===== src/rtl/display_mux.sv =====
`default_nettype none
// ============================================================================
// Module   : display_mux
// Function : Scans four BCD digits onto a common-anode 4-digit seven-segment
//            display with anti-ghost blanking, adjust-digit blink and colon dp.
// Revision : 1.0 - initial release
// ============================================================================
module display_mux #(
    parameter int REFRESH_DIV  = 100000,
    parameter int BLANK_CYCLES = 1000,
    parameter int BLINK_DIV    = 25000000
) (
    input  logic       clk,
    input  logic       rst,
    input  logic [4:0] min_l,
    input  logic [4:0] min_r,
    input  logic [4:0] sec_l,
    input  logic [4:0] sec_r,
    input  logic       adjusting,
    input  logic [2:0] adj_sel,
    output logic [6:0] seg,
    output logic       dp,
    output logic [3:0] an
);

    localparam int RC_W = $clog2(REFRESH_DIV + 1);
    localparam int BC_W = $clog2(BLINK_DIV + 1);

    localparam logic [RC_W-1:0] C_RC_MAX = RC_W'(REFRESH_DIV - 1);
    localparam logic [RC_W-1:0] C_BLANK  = RC_W'(BLANK_CYCLES);
    localparam logic [BC_W-1:0] C_BC_MAX = BC_W'(BLINK_DIV - 1);
    localparam logic [6:0]      C_SEG_OFF = 7'b1111111;

    logic [RC_W-1:0] refresh_cnt_q, refresh_cnt_d;
    logic [BC_W-1:0] blink_cnt_q, blink_cnt_d;
    logic [1:0]      idx_q, idx_d;
    logic            blink_ph_q, blink_ph_d;
    logic [6:0]      seg_q, seg_d;
    logic            dp_q, dp_d;
    logic [3:0]      an_q, an_d;
    logic [4:0]      digit;

    function automatic logic [6:0] decode(input logic [4:0] v);
        logic [6:0] s;
        case (v)
            5'd0:    s = 7'b1000000;
            5'd1:    s = 7'b1111001;
            5'd2:    s = 7'b0100100;
            5'd3:    s = 7'b0110000;
            5'd4:    s = 7'b0011001;
            5'd5:    s = 7'b0010010;
            5'd6:    s = 7'b0000010;
            5'd7:    s = 7'b1111000;
            5'd8:    s = 7'b0000000;
            5'd9:    s = 7'b0010000;
            default: s = 7'b0111111;
        endcase
        return s;
    endfunction

    always_comb begin
        refresh_cnt_d = refresh_cnt_q + 1'b1;
        idx_d         = idx_q;
        if (refresh_cnt_q == C_RC_MAX) begin
            refresh_cnt_d = '0;
            idx_d         = idx_q + 2'd1;
        end

        blink_cnt_d = blink_cnt_q + 1'b1;
        blink_ph_d  = blink_ph_q;
        if (blink_cnt_q == C_BC_MAX) begin
            blink_cnt_d = '0;
            blink_ph_d  = ~blink_ph_q;
        end

        case (idx_q)
            2'd0:    digit = min_l;
            2'd1:    digit = min_r;
            2'd2:    digit = sec_l;
            default: digit = sec_r;
        endcase

        // Outputs are computed from the present state so they lag it by one cycle.
        an_d  = 4'b1111;
        seg_d = C_SEG_OFF;
        dp_d  = 1'b1;
        if (refresh_cnt_q >= C_BLANK) begin
            an_d  = ~(4'b1000 >> idx_q);
            dp_d  = (idx_q != 2'd1);
            if (adjusting && blink_ph_q && (adj_sel == {1'b0, idx_q})) begin
                seg_d = C_SEG_OFF;
            end else begin
                seg_d = decode(digit);
            end
        end
    end

    always_ff @(posedge clk) begin
        if (rst) begin
            refresh_cnt_q <= '0;
            blink_cnt_q   <= '0;
            idx_q         <= '0;
            blink_ph_q    <= 1'b0;
            an_q          <= 4'b1111;
            seg_q         <= C_SEG_OFF;
            dp_q          <= 1'b1;
        end else begin
            refresh_cnt_q <= refresh_cnt_d;
            blink_cnt_q   <= blink_cnt_d;
            idx_q         <= idx_d;
            blink_ph_q    <= blink_ph_d;
            an_q          <= an_d;
            seg_q         <= seg_d;
            dp_q          <= dp_d;
        end
    end

    assign an  = an_q;
    assign seg = seg_q;
    assign dp  = dp_q;

endmodule
`default_nettype wire


===== config.mk =====
export PLATFORM = sky130hd
export DESIGN_NAME = display_mux
export DESIGN_NICKNAME = d
export VERILOG_FILES = /design/src/rtl/display_mux.sv
export SDC_FILE = /design/constraint.sdc
export NUM_CORES = 1
export LEC_CHECK = 0
export CAP_MARGIN = 0
export CORE_UTILIZATION = 50
export CTS_CLUSTER_SIZE = 20
export DETAILED_ROUTE_END_ITERATION = 12
export PLACE_DENSITY = 0.78
export SYNTH_ARGS = -nofsm -noshare
export SYNTH_HDL_FRONTEND = slang
export SYNTH_SLANG_ARGS = --single-unit

===== constraint.sdc =====
create_clock -name clk -period 2.87 [get_ports clk]
set_clock_uncertainty 0.1 [all_clocks]
set_input_delay 0.574 -clock clk [delete_from_list [all_inputs] [get_ports clk]]
set_output_delay 0.574 -clock clk [all_outputs]
set_load 0.01 [all_outputs]

After elaboration in Yosys (flattened, before gate mapping) --
Memories as Yosys holds them, arrays and structs flattened. Cells that the tools add are included.
Word-level totals: logic and storage cells 33, flip-flop bits (word level) 57, memories kept 1, ROM bits 112, output and inout port bits 12
Operators by class: $add $sub $neg 3, reductions and logical operators 8, shift-type cells 1, $lt $le $gt $ge 1, equal/unequal tests 6, mux-type cells 2, bitwise operators 3
Memory list:
- (no name shown) | depth 16, bits a word 7, rd ports 1, clocked after memory_dff 0, wr ports 0, line 45 | case (v)
Operators with widths (count):
- $add 25x1->25 const B | 1
- $eq 25x25->1 const B | 1
- $add 17x1->17 const B | 1
- $eq 17x17->1 const B | 1
- $ge 17x10->1 const B | 1
- $pmux 5 s3 | 1
- $mux 7 | 1
- $reduce_or 2->1 | 3
- $not 4->4 | 1
- $reduce_or 4->1 | 1
- $shr 4x2->4 const A | 1
- $eq 3x2->1 | 1
- $reduce_or 3->1 | 1
- $add 2x1->2 const B | 1
- $eq 2x1->1 const B | 1
- $eq 2x2->1 const B | 1
- $logic_and 1x1->1 | 2
- $logic_not 2->1 | 1
- $ne 2x1->1 const B | 1
- $not 1->1 | 2

Depth between registers and ports, before layout --
An unclocked memory read counts as a cell.
depth in word-level cells 4, gate-level depth with buffers 8

Worst setup path before layout --
OpenSTA, ideal clock, no wires.
path type register -> register, start point register idx_q[0], end point register seg_q[5] (netlist: seg[5]), stages on the path, launching flop included 9, required time 2.625 ns, library setup time 0.145 ns, clock period less this slack 2.027 ns, arrival 1.782 ns, path slack 0.843 ns, path through dfxtp_1 > inv_1 > ha_1 > a222oi_1 > mux2_2 > inv_1 > ha_1 > o21ai_0 > o211ai_1
On the way: word-level cells in the longest chain between the ends 3, elaborated cells on any way between the ends 8, classes of those cells 3 x eq/ne; 1 x mux; 3 x reduce/logical; 1 x memory
RTL lines:
- start: declaration | line 36 | logic [1:0] idx_q, idx_d;
- start signal: assignment | line 110 | idx_q <= idx_d;
- $eq 2x2->1 (tied with other cells) | line 76 | case (idx_q)
- $pmux 5 s3 or $logic_and 1x1->1 (tied branches) | line 76, 90
- $mem_v2 16x7 or $reduce_or 4->1 (tied branches)
- end signal: assignment | line 113 | seg_q <= seg_d;
- end: declaration | line 38 | logic [6:0] seg_q, seg_d;
Several ways; a longest one is shown, not always the timed one. A chain may end at the register's enable or synchronous reset.

Worst setup path in the final report --
start point register blink_cnt_q[0], end point register blink_cnt_q[7]
On the way: word-level cells in the longest chain between the ends 2, elaborated cells on any way between the ends 3, classes of those cells 1 x add/sub; 1 x eq/ne; 1 x reduce/logical
RTL lines:
- start: declaration | line 35 | logic [BC_W-1:0] blink_cnt_q, blink_cnt_d;
- start signal: assignment | line 109 | blink_cnt_q <= blink_cnt_d;
- branches (longest 2 deep; another with $add 25x1->25)
Several ways; the timed one is not identified.

==> flow_summary_export.csv <==
group,metric,value,unit
run_status,status,"complete, no violations",
sta,min_period,2.40,ns
grt,grt_pass1_vias,2241,
yosys,yosysSeqAreaShare,40.5,%
layout,drive_gt1_share,5.01,%
clock_tree,path_clk_slew,0.10,ns
sta,maxSlewHeadroom,32.9,%
worst_hold_path,min_from,"refresh_cnt_q[0]",
setup_path,cp_cell_sequence,"ha_1, and4_1, nand2_2, o31ai_4, nor2_1",
floorplan,design.core.area,5200,sq um
placed_design,post-place-ws,0.406,ns
grt,antenna_found_initial,0,
yosys,synth_warnings,0,
layout,fin_nets,375,
floorplan,dieWidth,76.4,um
clock_tree,clock_path_buffers,2,
sta,worst_slew_pin_slew,1.01,ns
setup_path,reg2regPathDepth,5,
yosys,syn_nets,345,
yosys,synth-seq-cells,56,
placed_design,post_dp_cell_area,3150,sq um
clock_tree,clk_latency,0.31,ns
setup_path,critPathRequiredTime,2.94,ns
layout,post-route-util,62.2,%
yosys,async_flop_share,0,%
layout,diodes,0,
grt,grt-ovfl-total,0,
drt,wirelength,5.72,mm
layout,final_area,3240,sq um
setup_path,worstSetupEndpointType,"register",
sta,timing.fmax,416,MHz
setup_path,cp_max_fo,25,
clock_tree,numCtsBuffers,5,
sta,rsz0062_at_grt,"false",
sta,setup_violations,0,
layout,final-seq-area,1120,sq um
setup_path,cp.arrival,2.47,ns
clock_tree,h-tree-depth,2,
flow_run,drv_cap,0,
sta,slew_violations,0,
setup_path,cp_top_family,"compound AO/OA/AOI/OAI gates",
setup_path,critPathBufInv,0,
sta,tns,0,ns
placed_design,gp_congestion,0.887,
drt,wl_per_cell,14.0,um
drt,vias_per_cell,5.75,
clock_tree,postCtsSetupRepairBufs,0,
drt,num_vias,2351,
sta,report.final.hold_viol_count,0,
yosys,netlist-cell-type-count,49,
setup_path,reg2reg_to,"blink_cnt_q[7]",
layout,synthToLayoutAreaGrowth,16.9,%
floorplan,die_h,76.4,um
grt,grt_max_degree,26,
setup_path,r2r-start,"blink_cnt_q[0]",
worst_hold_path,hold_path_end,"refresh_cnt_q[0]",
drt,drtAntennaViolNets,0,
pwr,ir_drop,0.294,mV
yosys,synthFlopType,"dfxtp_1",
clock_tree,clock_sinks,56,
worst_hold_path,worstHoldPathType,"register to register",
clock_tree,cts_hold_buf,0,
layout,multi_input_area,1520,sq um
layout,nFillCells,454,
yosys,syn_inst,308,
setup_path,slowest_delay,0.89,ns
yosys,synth_edf_count,0,
yosys,avgSynthCellArea,8.99,sq um
clock_tree,cts-root-buf,"clkbuf_8",
setup_path,start_kind,"register",
grt,grt.total_usage,21.1,%
setup_path,rrSetupSlack,0.47,ns
floorplan,row_count,26,
floorplan,start_util,53.2,%
pwr,powerDensity,403,nW/um^2
worst_hold_path,holdPathStages,1,
clock_tree,post_cts_resized,0,
sta,layout_setup_ws,0.469,ns
drt,drcViolationCount,0,
drt,drtIter0Drc,129,
yosys,syn_area,2770,sq um
placed_design,portBuffers,37,
floorplan,die-area,5840,sq um
setup_path,slowest_stage,"o31ai_4",
floorplan,io_pins,38,
grt,grt_pass1_wl,10.2,mm
setup_path,worst-setup-path-type,"register to register",
clock_tree,cts_tree,"built",
drt,drt-pass1-iter-count,4,
pwr,power.leakage,1.17,nW
placed_design,place_hpwl,4.17,mm
sta,timing.final.crit_share,83.7,%
[cell usage after synthesis, types with 2 or more instances]
library cell	instances	area share, %
a211oi_1	3	0.81
a21o_1	3	0.81
a21oi_1	20	3.6
a222oi_1	5	1.8
and2_1	3	0.68
and3_1	5	1.1
and4_1	8	2.5
buf_2	6	1.1
buf_4	3	0.81
clkbuf_1	3	0.41
dfxtp_1	56	40
ha_1	11	5.0
inv_1	12	1.6
mux2_2	2	0.81
mux2i_1	2	0.72
nand2_1	17	2.3
nand3_1	18	3.3
nand4_1	13	2.9
nor2_1	30	4.1
nor2b_1	3	0.68
nor3_1	2	0.36
o211ai_1	2	0.54
o21ai_0	12	2.2
o31ai_1	5	1.4
or3_1	12	2.7
or4_1	5	1.4
xnor2_1	4	1.3
xor2_1	22	7.0
[kinds of logic (layout without fill, tap and decap cells)]
family	Yosys count	in the layout	synth area share [%]
XOR/XNOR	26	26	8.22
flip-flops	56	56	40.5
adder cells (fa/ha/maj)	11	11	4.97
AO/OA/AOI/OAI	55	55	13.0
AND/OR/NAND/NOR	129	129	27.2
multiplexers	4	4	1.54
buffers and inverters	27	58	4.61
[how the worst max path moves through the flow]
stage                               from               to  slack (ns)  cells after the start
final                     blink_cnt_q[0]   blink_cnt_q[7]        0.47                      5
after floorplan                 idx_q[0]           seg[5]        0.84                      8
after detailed placement        sec_l[4]           seg[0]        0.41                      5
after global routing      blink_cnt_q[0]  blink_cnt_q[22]        0.25                      5
after global placement          sec_l[4]           seg[3]        0.48                      5
after CTS                 blink_cnt_q[0]  blink_cnt_q[11]        0.43                      5
[through the flow]
| step | cells | hold WS [ns] | power, mW |
|---|---|---|---|
| floorplan | 308 | 0.325 | 0.853 |
| global placement | 401 | 0.334 | 0.895 |
| detailed placement | 401 | 0.347 | 0.898 |
| CTS | 409 | 0.369 | 1.32 |
| global route | 409 | 0.399 | 1.36 |
| finish | 409 | 0.362 | 1.31 |
[sequential cells by signal (all words and copies together), names as in the netlist]
| name | flops |
|---|---|
| blink_cnt_q | 25 |
| an | 4 |
| seg | 7 |
| blink_ph_q | 1 |
| idx_q | 2 |
| refresh_cnt_q | 17 |
[cell usage in the layout (no fill, tap or decap), types with 4 or more instances in the layout]
master            n
dfxtp_1          56
clkdlybuf4s50_1  37
nor2_1           30
xor2_1           22
a21oi_1          20
nand3_1          18
nand2_1          17
nand4_1          13
inv_1            12
or3_1            12
o21ai_0          12
ha_1             11
and4_1            8
a222oi_1          5
and3_1            5
o31ai_1           5
or4_1             5
clkbuf_8          5
xnor2_1           4
[final cells by class]
cell class | count | share of cell area (%)
clock buffers | 6 | 2.24
clock inverters | 2 | 0.502
inverters | 13 | 1.51
multi-input cells | 225 | 47.0
flip-flops and latches | 56 | 34.6
well taps | 70 | 2.70
repair buffers | 37 | 11.4
[routing by layer]
| layer | vias up | share of wire, % | track usage, % |
|---|---|---|---|
| li1 | 1175 | - | - |
| met1 | 1088 | 47 | 26.6 |
| met2 | 76 | 45 | 35.0 |
| met3 | 12 | 6.1 | 4.79 |
| met4 | 0 | 1.6 | 7.69 |
| met5 | - | 0 | 0 |
[where the power goes]
group / internal (mW) / switching [mW]
sequential: 0.784 / 0.00707
combinational: 0.0475 / 0.0422
clock: 0.174 / 0.251
(Power assumes the default switching activity.)
